==> src/rtl/fsm_periph_pkg.sv <==
// Shared encodings for the 4-phase send/ack link between the processor and peripheral FSMs.
package fsm_periph_pkg;

   localparam logic [1:0] SEND_IDLE = 2'b00;
   localparam logic [1:0] SEND_REQ  = 2'b01;
   localparam logic [1:0] ACK_IDLE  = 2'b00;
   localparam logic [1:0] ACK_OK    = 2'b01;

   typedef enum logic [1:0] {
      IDLE     = 2'b00,
      REQ      = 2'b01,
      WAIT_REL = 2'b10
   } tx_state_t;

endpackage

==> src/rtl/periph_tx_fifo.sv <==
// Small synchronous FIFO buffering core words until the link FSM transmits them.
module periph_tx_fifo #(
   parameter int DATA_W     = 16,
   parameter int FIFO_DEPTH = 4
) (
   input  logic              clk,
   input  logic              rst,
   input  logic              push,
   input  logic              pop,
   input  logic [DATA_W-1:0] wr_data,
   output logic [DATA_W-1:0] head,
   output logic              empty,
   output logic              full
);

   localparam int AW = (FIFO_DEPTH > 1) ? $clog2(FIFO_DEPTH) : 1;

   logic [DATA_W-1:0] mem [FIFO_DEPTH];
   logic [AW-1:0]     wptr;
   logic [AW-1:0]     rptr;
   logic [AW:0]       count;
   logic              do_push;
   logic              do_pop;

   // full is derived from the registered count, so a push while full is dropped
   assign full    = (count == (AW+1)'(FIFO_DEPTH));
   assign empty   = (count == '0);
   assign do_push = push && !full;
   assign do_pop  = pop && !empty;
   assign head    = mem[rptr];

   always_ff @(posedge clk) begin
      if (do_push) mem[wptr] <= wr_data;
   end

   always_ff @(posedge clk or posedge rst) begin
      if (rst) begin
         wptr  <= '0;
         rptr  <= '0;
         count <= '0;
      end else begin
         if (do_push) wptr <= wptr + 1'b1;
         if (do_pop)  rptr <= rptr + 1'b1;
         case ({do_push, do_pop})
            2'b10:   count <= count + 1'b1;
            2'b01:   count <= count - 1'b1;
            default: count <= count;
         endcase
      end
   end

endmodule

==> src/rtl/fsm_processador_tx.sv <==
// Processor-side initiator of the 4-phase send/ack link: FIFO-fed words, timeout abort,
// transfer counter and sticky timeout flag.
module fsm_processador_tx
   import fsm_periph_pkg::*;
#(
   parameter int DATA_W     = 16,
   parameter int FIFO_DEPTH = 4,
   parameter int TIMEOUT    = 255
) (
   input  logic              clk,
   input  logic              rst,
   input  logic              wr_en,
   input  logic [DATA_W-1:0] wr_data,
   output logic              full,
   output logic [DATA_W-1:0] dado,
   output logic [1:0]        send,
   input  logic [1:0]        ack,
   output logic              busy,
   output logic              timeout_err,
   input  logic              err_clr,
   output logic [7:0]        sent_cnt
);

   localparam int TW = $clog2(TIMEOUT + 1);
   localparam logic [TW-1:0] TMAX = TW'(TIMEOUT);

   tx_state_t         state;
   tx_state_t         state_nxt;
   logic [TW-1:0]     tcnt;
   logic [DATA_W-1:0] fifo_head;
   logic              fifo_empty;
   logic              pop;
   logic              load;
   logic              cnt_inc;
   logic              to_hit;

   periph_tx_fifo #(
      .DATA_W    (DATA_W),
      .FIFO_DEPTH(FIFO_DEPTH)
   ) u_fifo (
      .clk    (clk),
      .rst    (rst),
      .push   (wr_en),
      .pop    (pop),
      .wr_data(wr_data),
      .head   (fifo_head),
      .empty  (fifo_empty),
      .full   (full)
   );

   assign busy = (state != IDLE) || !fifo_empty;

   always_comb begin
      state_nxt = state;
      pop       = 1'b0;
      load      = 1'b0;
      cnt_inc   = 1'b0;
      to_hit    = 1'b0;
      case (state)
         IDLE: begin
            if (!fifo_empty) begin
               state_nxt = REQ;
               load      = 1'b1;
            end
         end
         REQ: begin
            // the word leaves the FIFO whether acknowledged or abandoned on timeout
            if (ack == ACK_OK) begin
               state_nxt = WAIT_REL;
               pop       = 1'b1;
               cnt_inc   = 1'b1;
            end else if (tcnt == TMAX) begin
               state_nxt = WAIT_REL;
               pop       = 1'b1;
               to_hit    = 1'b1;
            end
         end
         WAIT_REL: begin
            if (ack != ACK_OK) begin
               state_nxt = IDLE;
            end else if (tcnt == TMAX) begin
               state_nxt = IDLE;
               to_hit    = 1'b1;
            end
         end
         default: state_nxt = IDLE;
      endcase
   end

   always_ff @(posedge clk or posedge rst) begin
      if (rst) begin
         state       <= IDLE;
         send        <= SEND_IDLE;
         dado        <= '0;
         tcnt        <= '0;
         sent_cnt    <= '0;
         timeout_err <= 1'b0;
      end else begin
         state <= state_nxt;
         // send mirrors the state it will be in, so it is a clean registered output
         send  <= (state_nxt == REQ) ? SEND_REQ : SEND_IDLE;
         if (load) dado <= fifo_head;
         if (state_nxt != state) tcnt <= '0;
         else if (state != IDLE && tcnt != TMAX) tcnt <= tcnt + 1'b1;
         if (cnt_inc) sent_cnt <= sent_cnt + 8'd1;
         if (to_hit) timeout_err <= 1'b1;
         else if (err_clr) timeout_err <= 1'b0;
      end
   end

endmodule

==> config.mk <==
export PLATFORM = sky130hd
export DESIGN_NAME = fsm_processador_tx
export DESIGN_NICKNAME = d
export VERILOG_FILES = /design/src/rtl/fsm_periph_pkg.sv /design/src/rtl/periph_tx_fifo.sv /design/src/rtl/fsm_processador_tx.sv
export SDC_FILE = /design/constraint.sdc
export NUM_CORES = 1
export LEC_CHECK = 0
export CAP_MARGIN = 40
export CORE_AREA = 2 2 90 92
export CTS_CLUSTER_SIZE = 8
export DETAILED_ROUTE_END_ITERATION = 8
export DIE_AREA = 0 0 92 94
export PLACE_DENSITY = 0.93
export SYNTH_ARGS = -nofsm -noshare
export SYNTH_HDL_FRONTEND = slang
export SYNTH_SLANG_ARGS = --single-unit
==> constraint.sdc <==
create_clock -name clk -period 3.89 [get_ports clk]
set_input_delay 0.5835 -clock clk [delete_from_list [all_inputs] [get_ports clk]]
set_output_delay 0.5835 -clock clk [all_outputs]
set_load 0.05 [all_outputs]
Word level (Yosys, flattened, before mapping)
Memories as Yosys holds them, arrays and structs flattened. A register that Yosys moved wholly into a read port is not among the register bits. Cells that the tools add are included.

Bits in registers: 27. Memory bits (writable): 64. Input port bits: 22. Output and inout bits: 29. Logic and storage cells: 62. Memories kept: 1.

Memories: u_fifo.mem (words 4, bits a word 16, read ports 1, clocked after Yosys merged registers in 1, write ports 1, RTL line periph_tx_fifo.sv:18) `logic [DATA_W-1:0] mem [FIFO_DEPTH];`.

$add $sub $neg: 6. Eq/ne operators: 11. Mux-type cells: 24. Reduce and logical (&&, ||, !) cells: 12.

Operators with widths (number): adder 8 x 1 -> 8 bit (second input constant) (2); 2-to-1 mux 8 bit (2); 2-to-1 mux 1 bit (14); 2-to-1 mux 2 bit (5); equality test 2 x 1 -> 1 bit (second input constant) (4); equality test 8 bit (second input constant) (1); != test 8 bit (second input constant) (1); nonzero test 2 bit (4); case mux 2 bit (3 select lines) (1); case mux 3 bit (2 select lines) (1); adder 2 x 1 -> 2 bit (second input constant) (2); equality test 2 bit (second input constant) (2); adder 3 x 1 -> 3 bit (second input constant) (1); equality test 3 bit (second input constant) (1); logical AND 1 bit (3); logical NOT 3 bit (1); subtractor 3 x 1 -> 3 bit (second input constant) (1); logical NOT 1 bit (2); logical NOT 2 bit (1); != test 2 x 1 -> 1 bit (second input constant) (1); != test 2 bit (1); case mux 1 bit (2 select lines) (1); logical OR 1 bit (1).

Depth between registers and ports, before layout
Gate-level depths: netlist (run 1).

Word-level depth: 7. Depth in mapped cells: 12. Gate-level depth less buffers: 11.

Cells and area by module
A second synthesis (run 1) with hierarchy kept.

Cells, all modules: 267. Area total of the unflattened synthesis: 4614.4 um^2.

By module, submodules not included: periph_tx_fifo (times used 1, cells an instance 122, area each 2778.9 um^2, seq. area each 2097.0 um^2); fsm_processador_tx (times used 1, cells an instance 145, area each 1835.5 um^2, seq. area each 900.9 um^2).

Worst setup path after synthesis (run 1)
No wires, ideal clock.

Kind: flip-flop to flip-flop. Start: register u_fifo.count[0]. End: register u_fifo.count[2]. Library setup time: 79 ps. Arrival time: 2295 ps. Required time: 3811 ps. Slack: 1516 ps. Cell stages (with the launch flop): 12. Buffers on the path: 1. Clock period less this slack: 2374 ps. Cells stage by stage: dfrtp_1 -> inv_1 -> and3_1 -> nor2b_1 -> clkbuf_1 -> inv_1 -> ha_1 -> inv_1 -> fa_1 -> xor2_1 -> nor2_1 -> xor2_1.

Word-level cells in the longest chain between the ends: 5. Elaborated cells between the ends (all ways): 12. Those cells by class: 2 x add/sub; 3 x eq/ne; 1 x mux; 6 x reduce/logical.

RTL lines: start, declared (RTL line periph_tx_fifo.sv:21) `logic [AW:0] count;`; start signal, assigned (RTL line periph_tx_fifo.sv:45) `2'b10: count <= count + 1'b1;`; start signal, assigned (RTL line periph_tx_fifo.sv:46) `2'b01: count <= count - 1'b1;`; start signal, assigned (RTL line periph_tx_fifo.sv:47) `default: count <= count;`; equality test 3 bit (*) (RTL line periph_tx_fifo.sv:26) `assign full = (count == (AW+1)'(FIFO_DEPTH));`; net full (RTL line fsm_processador_tx.sv:14) `output logic full,`; logical NOT 1 bit (*) (RTL line periph_tx_fifo.sv:28) `assign do_push = push && !full;`; logical AND 1 bit (*) (RTL line periph_tx_fifo.sv:28); equality test 2 x 1 -> 1 bit / equality test 2 bit (equally long branches) (RTL line periph_tx_fifo.sv:44) `case ({do_push, do_pop})`; case mux 3 bit (2 select lines) / nonzero test 2 bit (equally long branches).

Mark *: on every way through the listed nets, which the timed path passes. The rest lies on a longest branch. A chain may end at the register's enable or synchronous reset.

Final worst setup path (run 1)
Start: register state[0]. End: output busy.

Word-level cells in the longest chain between the ends: 2.

RTL lines: start, declared (RTL line fsm_processador_tx.sv:27) `tx_state_t state;`; start signal, assigned (RTL line fsm_processador_tx.sv:99) `state <= state_nxt;`; nonzero test 2 bit (RTL line fsm_processador_tx.sv:51) `assign busy = (state != IDLE) || !fifo_empty;`; logical OR 1 bit (RTL line fsm_processador_tx.sv:51); end, declared (RTL line fsm_processador_tx.sv:18) `output logic busy,`.

Every way passes these cells.

==> results_dict.tcl, run 1 <==
set metrics [dict create \
    status "completed" \
    ant_nets 0 \
    die_h_um 94 \
    syn_area_per_cell_um2 16.9 \
    ys_seq_area_share_pct 67.3 \
    detail_route.wl_per_cell_um 18.6 \
    fin_nets 350 \
    ys_ff_latch 107 \
    switching_share_pct 39.3 \
    yosysWarningCount 0 \
    postPlaceCellArea_um2 5060 \
    period_minus_slack_ns 2.90 \
    cts-buffers-inserted 9 \
    grt_pass1_vias 2510 \
    switching_power_w 0.00166 \
    cts_sinks 107 \
    final_area_um2 5250 \
    place_congestion 0.812 \
    path_clk_slew_ns 0.11 \
    io_pins 51 \
    drtPass1Iterations 4 \
    ys_types 44 \
    pre_cts_ws_ns 0.972 \
    synth_enable_flop_cells 64 \
    cts_resized 0 \
    seqPwrFrac_pct 41.7 \
    rsz0062_at_grt "false" \
    area_delta_synth_final_pct 17.9 \
    drv_slew 0 \
    drt-initial-drc-count 63 \
    max_freq_mhz 345 \
    die_w_um 92 \
    grtUsageTotal_pct 19.7 \
    met3_length_um 302 \
    hold_path_class "input pin to asynchronous set/reset pin" \
    ys.flop_type "edfxtp_1" \
    dr_wl_met2_um 4230 \
    postCtsHoldBufs 0 \
    critPathLaunchType "flop" \
    clock_latency_ns 0.38 \
    leakage_nw 1.96 \
    p_int_w 0.00257 \
    wl_um 7880 \
    tritoncts "yes" \
    ys_async_sr_fraction_pct 40.2 \
    final_cell_mix "edfxtp_1, clkdlybuf4s50_1, dfrtp_1" \
    arrival_ns 2.31 \
    antenna_found_initial 0 \
    vdd_drop_max_uv 514 \
    dp_hpwl_um 5400 \
    hold_viol 0 \
    vias 2424 \
    final_common_cell "edfxtp_1" \
    criticalPathCategory "flop to output port" \
    synth_area_um2 4450 \
    multi_input_comb_area_um2 1340 \
    fillers 491 \
    grt_max_degree 34 \
    drive_gt1_share_pct 19.0 \
    cts.path.max_buffers 2 \
    rows 32 \
    maxCapViolations 0 \
    wl_met1_um 3280 \
    die-area_um2 8650 \
    fin_util_pct 69.1 \
    route.top_layer_used "met4" \
    clkPwrFrac_pct 15.8 \
    ff_latch_area_um2 3000 \
    start_util_pct 58.6 \
    layout_worst_path_cycle_share_pct 74.5 \
    drcViolationCount 0 \
    slew_headroom_pct 42.1 \
    tightest_slew_ns 0.868 \
    layout_setup_ws_ns 0.992 \
    timing.setup.tns_ns 0 \
    diodes 0 \
    synth_cells 263 \
    grt_overflow 0 \
    cts_root_buf "clkbuf_8" \
    combinationalPowerShare_pct 42.5 \
    fin_skew_ns 0.00723 \
    p_per_area_nw_per_um2 805 \
    vias_per_cell 5.73 \
    cts.htree.levels 3 \
    cp_max_fo 10 \
    grt_pass1_wl_um 12700 \
    setup_viol 0 \
    end_kind "output port" \
    syn-num-nets 297 \
    coreArea_um2 7610 \
    numPortBuffers 49 \
    cts_setup_buffers 0 \
    required_ns 3.31 \
]
synthesized netlist by cell type (4+ instances only):
library cell | number | share of area [%]
edfxtp_1 | 64 | 43
nor2b_1 | 4 | 0.56
ha_1 | 11 | 3.1
nor2_1 | 9 | 0.76
and2_1 | 4 | 0.56
xor2_1 | 7 | 1.4
inv_1 | 12 | 1.0
xnor2_1 | 9 | 1.8
nand4_1 | 4 | 0.56
mux2_2 | 18 | 4.6
nand3_1 | 6 | 0.67
mux4_2 | 16 | 8.1
nand2_1 | 7 | 0.59
dfrtp_1 | 43 | 24
routing by layer:
layer  track usage [%]  vias up
met3              4.57        9
li1                  -     1094
met5                 0        -
met1              23.8     1256
met4              5.60        0
met2              35.5       65
cell type report:
class / count / area share [%]
clock inverters: 6 / 1.19
well taps: 102 / 2.43
repair buffers: 52 / 10.5
clock buffers: 10 / 2.43
inverters: 12 / 0.857
multi-input cells: 134 / 25.6
flip-flops and latches: 107 / 57.1
cells by family (layout without fill, tap and decap cells):
| logic type | count (synthesis) | after routing | synth area share, % |
|---|---|---|---|
| flops | 107 | 107 | 67.3 |
| simple gates | 50 | 50 | 6.85 |
| mux | 36 | 36 | 13.1 |
| buf+inv | 22 | 80 | 2.53 |
| compound gates | 19 | 19 | 3.45 |
| xor+xnor | 16 | 16 | 3.15 |
| fa+ha+maj | 12 | 12 | 3.54 |
| other cells | 1 | 1 | 0.0842 |
power by group through the flow:
stage,clock [W],sequential [W],combinational [W]
after detailed placement,0,0.00179,0.00181
after global placement,0,0.00180,0.00166
final,0.000666,0.00176,0.00180
after floorplan,0,0.00210,0.000940
after global routing,0.000718,0.00180,0.00192
after CTS,0.000680,0.00177,0.00182
worst paths after layout:
kind,start,slack (ns),cells past startpoint,end
min in group clk,sent_cnt[7],0.50,1,sent_cnt[7]
max reg2reg,state[1],1.16,11,u_fifo.count[2]
min reg2reg,sent_cnt[7],0.50,1,sent_cnt[7]
max in group asynchronous,rst,2.97,3,tcnt[5]
min,rst,0.46,2,dado[11]
max,state[0],0.99,4,busy
per-stage QoR:
stage | hold slack (ns) | total power, W | cells
finish | 0.458 | 0.00423 | 423
CTS | 0.455 | 0.00427 | 423
detailed placement | 0.490 | 0.00360 | 407
global placement | 0.464 | 0.00345 | 404
floorplan | 0.512 | 0.00304 | 263
global route | 0.494 | 0.00444 | 423
state kept, by name, indices dropped and copies added, names as in the netlist:
register      cells
dado             16
send              1
sent_cnt          8
state             2
tcnt              8
timeout_err       1
u_fifo.count      3
u_fifo.mem       64
u_fifo.rptr       2
u_fifo.wptr       2
critical path, cell delays in order, from the launching register on:
cell and delay [ns]:
dfrtp_1 0.52, inv_1 0.14, ha_1 0.37, nand2_1 0.12
clkdlybuf4s50_1 0.80
Note: power is estimated with default switching activity, not from simulation.
==> run 2: changes to the inputs <==
--- a/config.mk
+++ b/config.mk
@@ -6,11 +6,11 @@
 export NUM_CORES = 1
 export LEC_CHECK = 0
 export CAP_MARGIN = 40
-export CORE_AREA = 2 2 90 92
+export CORE_AREA = 2 2 93 95
 export CTS_CLUSTER_SIZE = 8
 export DETAILED_ROUTE_END_ITERATION = 8
-export DIE_AREA = 0 0 92 94
-export PLACE_DENSITY = 0.93
+export DIE_AREA = 0 0 95 97
+export PLACE_DENSITY = 0.89
 export SYNTH_ARGS = -nofsm -noshare
 export SYNTH_HDL_FRONTEND = slang
 export SYNTH_SLANG_ARGS = --single-unit
==> constraint.sdc (replaced) <==
create_clock -name clk -period 3.05 [get_ports clk]
set_input_delay 0.4575 -clock clk [delete_from_list [all_inputs] [get_ports clk]]
set_output_delay 0.4575 -clock clk [all_outputs]
set_load 0.05 [all_outputs]
==> results_dict.tcl, run 2 (synthesized netlist as in run 1, its figures left out) <==
set metrics [dict create \
    status "completed" \
    grtUsageMet1_pct 19.6 \
    layout_worst_path_cycle_share_pct 89.8 \
    top_usage_layer "met2" \
    fin_skew_ns 0.0160 \
    rr_worst_depth 11 \
    final_cell_mix "edfxtp_1, clkdlybuf4s50_1, dfrtp_1" \
    end_kind "output port" \
    timing.setup.tns_ns 0 \
    largest_registers "u_fifo.mem (64), dado (16)" \
    io_pins 51 \
    crit_slowest_cell "clkdlybuf4s50_1" \
    maxCapViolations 0 \
    tightest_slew_ns 0.839 \
    arrival_ns 2.28 \
    criticalPathCategory "flop to output port" \
    r2r-end "u_fifo.count[2]" \
    cts-buffers-inserted 9 \
    drt-initial-drc-count 139 \
    critPathLaunchType "flop" \
    cts.path.max_buffers 2 \
    met2_usage_pct 31.0 \
    cp_max_fo 10 \
    critPathCapture "busy" \
    required_ns 2.59 \
    hold-worst-slack_ns 0.317 \
    detail_route.wl_per_cell_um 17.1 \
    vias 2381 \
    crit_family "buffers and inverters" \
    numPortBuffers 49 \
    postCtsHoldBufs 0 \
    rsz0062_at_grt "false" \
    drcViolationCount 0 \
    setup_viol 0 \
    crit_cells 4 \
    grt_pass1_wl_um 12000 \
    cts_setup_buffers 0 \
    coreArea_um2 8130 \
    p_per_area_nw_per_um2 1010 \
    cp.buffers_inverters 2 \
    rows 33 \
    drv_slew 0 \
    diodes 0 \
    wl_um 7340 \
    rrSetupSlack_ns 0.37 \
    cts_resized 0 \
    tritoncts "yes" \
    cpPeakStageDelay_ns 0.80 \
    regMostFlops "u_fifo.mem" \
    drive_gt1_share_pct 20.0 \
    path_cells "inv_1 > ha_1 > nand2_1 > clkdlybuf4s50_1" \
    rr_startpoint "state[1]" \
    start_util_pct 54.8 \
    leakage_nw 1.97 \
    path_clk_slew_ns 0.11 \
    die_h_um 97 \
    use_met3_pct 5.22 \
    vdd_drop_max_uv 521 \
    clock_latency_ns 0.37 \
    ant_nets 0 \
    hold_path_class "input pin to asynchronous set/reset pin" \
    final_common_cell "edfxtp_1" \
    grt_pass1_vias 2518 \
    hold_viol 0 \
    antenna_found_initial 0 \
    max_freq_mhz 365 \
    area_delta_synth_final_pct 18.3 \
    cts_sinks 107 \
    grt_max_degree 35 \
    grt_overflow 0 \
    crit_path_start "state[0]" \
    largest_register_ffs 64 \
    die_w_um 95 \
    slew_headroom_pct 44.1 \
    dp_hpwl_um 5110 \
    vias_per_cell 5.54 \
    drtPass1Iterations 4 \
    cts.htree.levels 3 \
    period_minus_slack_ns 2.74 \
    place_congestion 0.827 \
    fin_nets 354 \
    grtUsageTotal_pct 17.4 \
    cts_root_buf "clkbuf_8" \
    die-area_um2 9220 \
]
==> run 2: worst min-delay path by stage <==
stage	start	endpoint	slack [ns]	cells past startpoint
final	rst	dado[8]	0.32	2
after global routing	rst	dado[8]	0.31	2
after CTS	rst	dado[8]	0.31	2
after detailed placement	sent_cnt[7]	sent_cnt[7]	0.48	1
after global placement	sent_cnt[7]	sent_cnt[7]	0.46	1
after floorplan	tcnt[1]	tcnt[1]	0.51	2
==> run 2: per-layer routing <==
metal,vias up,share of wire [%],wire [um]
li1,1098,-,-
met1,1221,40,2950
met2,51,54,3960
met3,11,4.1,301
met4,0,1.7,124
met5,-,0,0
==> run 2: report_power, final <==
| group | internal (W) | leakage (nW) | switching (W) | total, W |
|---|---|---|---|---|
| registers | 0.00195 | 1.12 | 0.000269 | 0.00222 |
| logic | 0.000976 | 0.754 | 0.00129 | 0.00226 |
| clock network | 0.000323 | 0.0981 | 0.000503 | 0.000826 |
| total | 0.00325 | 1.97 | 0.00206 | 0.00531 |
==> run 2: stage by stage <==
step | setup slack [ns] | utilization, % | cells | power, W | cell area (um2)
floorplan | 0.676 | - | 263 | 0.00387 | 4450
global placement | 0.369 | 62.0 | 412 | 0.00443 | 5050
detailed placement | 0.242 | 62.4 | 414 | 0.00454 | 5080
CTS | 0.298 | 64.8 | 430 | 0.00537 | 5270
global route | 0.105 | 64.8 | 430 | 0.00562 | 5270
finish | 0.311 | 64.8 | 430 | 0.00531 | 5270
==> run 2: final cells by class <==
cell class              instances  area (um2)
fillers                       572        2860
multi-input cells             134        1340
clock buffers                  10         128
flip-flops and latches        107        3000
clock inverters                 6        65.1
inverters                      12        45.0
repair buffers                 56         559
well taps                     105         131
==> run 3: changes to the inputs <==
--- a/config.mk
+++ b/config.mk
@@ -6,11 +6,13 @@
 export NUM_CORES = 1
 export LEC_CHECK = 0
 export CAP_MARGIN = 40
-export CORE_AREA = 2 2 93 95
+export CELL_PAD_IN_SITES_DETAIL_PLACEMENT = 0
+export CELL_PAD_IN_SITES_GLOBAL_PLACEMENT = 1
+export CORE_AREA = 2 2 101 103
 export CTS_CLUSTER_SIZE = 8
 export DETAILED_ROUTE_END_ITERATION = 8
-export DIE_AREA = 0 0 95 97
-export PLACE_DENSITY = 0.89
+export DIE_AREA = 0 0 103 105
+export PLACE_DENSITY = 0.88
 export SYNTH_ARGS = -nofsm -noshare
 export SYNTH_HDL_FRONTEND = slang
 export SYNTH_SLANG_ARGS = --single-unit
==> results_dict.tcl, run 3 (synthesized netlist as in run 1, its figures left out) <==
set metrics [dict create \
    r2r-end "u_fifo.count[2]" \
    path_clk_slew_ns 0.11 \
    cpPeakStageDelay_ns 0.80 \
    crit_path_start "state[0]" \
    drcViolationCount 0 \
    hold_viol 0 \
    path_cells "inv_1 > ha_1 > nand2_1 > clkdlybuf4s50_1" \
    critPathCapture "busy" \
    cts.htree.levels 3 \
    rsz0062_at_grt "false" \
    hold_path_class "input pin to asynchronous set/reset pin" \
    rrSetupSlack_ns 0.32 \
    postCtsHoldBufs 0 \
    regMostFlops "u_fifo.mem" \
    detail_route.wl_per_cell_um 17.0 \
    start_util_pct 46.2 \
    cts_setup_buffers 0 \
    rows 36 \
    maxCapViolations 0 \
    rr_startpoint "state[1]" \
    die-area_um2 10800 \
    total_power_w 0.00536 \
    status "completed" \
    vdd_drop_max_uv 457 \
    numPortBuffers 49 \
    area_delta_synth_final_pct 19.2 \
    slew_headroom_pct 49.4 \
    dp_hpwl_um 5270 \
    drive_gt1_share_pct 20.3 \
    leakage_nw 1.97 \
    cts-buffers-inserted 9 \
    cts_resized 0 \
    cts_root_buf "clkbuf_8" \
    period_minus_slack_ns 2.73 \
    ant_nets 0 \
    grt_pass1_vias 2519 \
    clock_latency_ns 0.37 \
    setup_viol 0 \
    cts_sinks 107 \
    criticalPathCategory "flop to output port" \
    io_pins 51 \
    drv_slew 0 \
    cp_max_fo 10 \
    max_freq_mhz 366 \
    die_w_um 103 \
    fin_nets 354 \
    drtPass1Iterations 4 \
    fin_skew_ns 0.00954 \
    cts.path.max_buffers 2 \
    place_congestion 0.787 \
    grt_pass1_wl_um 12900 \
    tritoncts "yes" \
    required_ns 2.59 \
    largest_register_ffs 64 \
    crit_cells 4 \
    drt-initial-drc-count 166 \
    layout_worst_path_cycle_share_pct 89.7 \
    vias 2400 \
    vias_per_cell 5.24 \
    end_kind "output port" \
    grt_max_degree 33 \
    final_common_cell "edfxtp_1" \
    antenna_found_initial 0 \
    timing.setup.tns_ns 0 \
    wl_um 7800 \
    coreArea_um2 9640 \
    diodes 0 \
    rr_worst_depth 11 \
    cp.buffers_inverters 2 \
    p_per_area_nw_per_um2 1010 \
    largest_registers "u_fifo.mem (64), dado (16)" \
    crit_slowest_cell "clkdlybuf4s50_1" \
    arrival_ns 2.28 \
    tightest_slew_ns 0.759 \
    final_cell_mix "edfxtp_1, clkdlybuf4s50_1, dfrtp_1" \
    grt_overflow 0 \
    critPathLaunchType "flop" \
    grtUsageTotal_pct 15.8 \
    crit_family "buffers and inverters" \
    die_h_um 105 \
]
==> run 3: cell types whose count changed in the layout (fill, tap and decap cells not counted) <==
| cell | previous run | this run |
|---|---|---|
| buf_6 | 1 | 0 |
| inv_8 | 2 | 1 |
| clkinvlp_4 | 0 | 2 |
| buf_8 | 0 | 1 |
| clkbuf_1 | 1 | 0 |
==> run 3: per-layer routing <==
| metal | share of wire [%] | wire [um] | global-route usage (%) | up-vias |
|---|---|---|---|---|
| li1 | - | - | - | 1099 |
| met1 | 44 | 3470 | 21.1 | 1231 |
| met2 | 50 | 3930 | 26.0 | 64 |
| met3 | 4.5 | 349 | 3.75 | 6 |
| met4 | 0.65 | 51 | 4.04 | 0 |
| met5 | 0 | 0 | 0 | - |
==> run 3: area by class of cell <==
cell class              count  area (um2)
clock buffers               9         124
clock inverters             7        68.8
fillers                   823        4330
inverters                  12        45.0
multi-input cells         134        1340
flip-flops and latches    107        3000
well taps                 133         166
repair buffers             56         563
==> run 3: worst min-delay path by stage <==
stage                 from           to  slack (ns)  depth (start not counted)
3_5_place_dp   sent_cnt[7]  sent_cnt[7]        0.46                          1
6_report               rst      dado[2]        0.35                          2
2_1_floorplan      tcnt[1]      tcnt[1]        0.51                          2
4_1_cts                rst      dado[8]        0.35                          2
5_1_grt                rst      dado[9]        0.38                          2
3_3_place_gp   sent_cnt[7]  sent_cnt[7]        0.46                          1
==> run 3: stage by stage <==
| stage | instance area (um2) | setup WS (ns) | hold slack [ns] | util, % | instances |
|---|---|---|---|---|---|
| 4_1_cts | 5310 | 0.294 | 0.347 | 55.1 | 458 |
| 6_report | 5310 | 0.315 | 0.349 | 55.1 | 458 |
| 2_1_floorplan | 4450 | 0.676 | 0.512 | - | 263 |
| 5_1_grt | 5310 | 0.0407 | 0.379 | 55.1 | 458 |
| 3_5_place_dp | 5120 | 0.256 | 0.462 | 53.1 | 442 |
| 3_3_place_gp | 5080 | 0.352 | 0.462 | 52.7 | 440 |
==> run 3: where the power goes <==
| part | switching (W) | leakage [nW] | total, W | internal (W) |
|---|---|---|---|---|
| combinational | 0.00132 | 0.755 | 0.00230 | 0.000983 |
| clock | 0.000521 | 0.0911 | 0.000838 | 0.000317 |
| sequential | 0.000263 | 1.12 | 0.00221 | 0.00195 |
| total | 0.00210 | 1.97 | 0.00536 | 0.00325 |
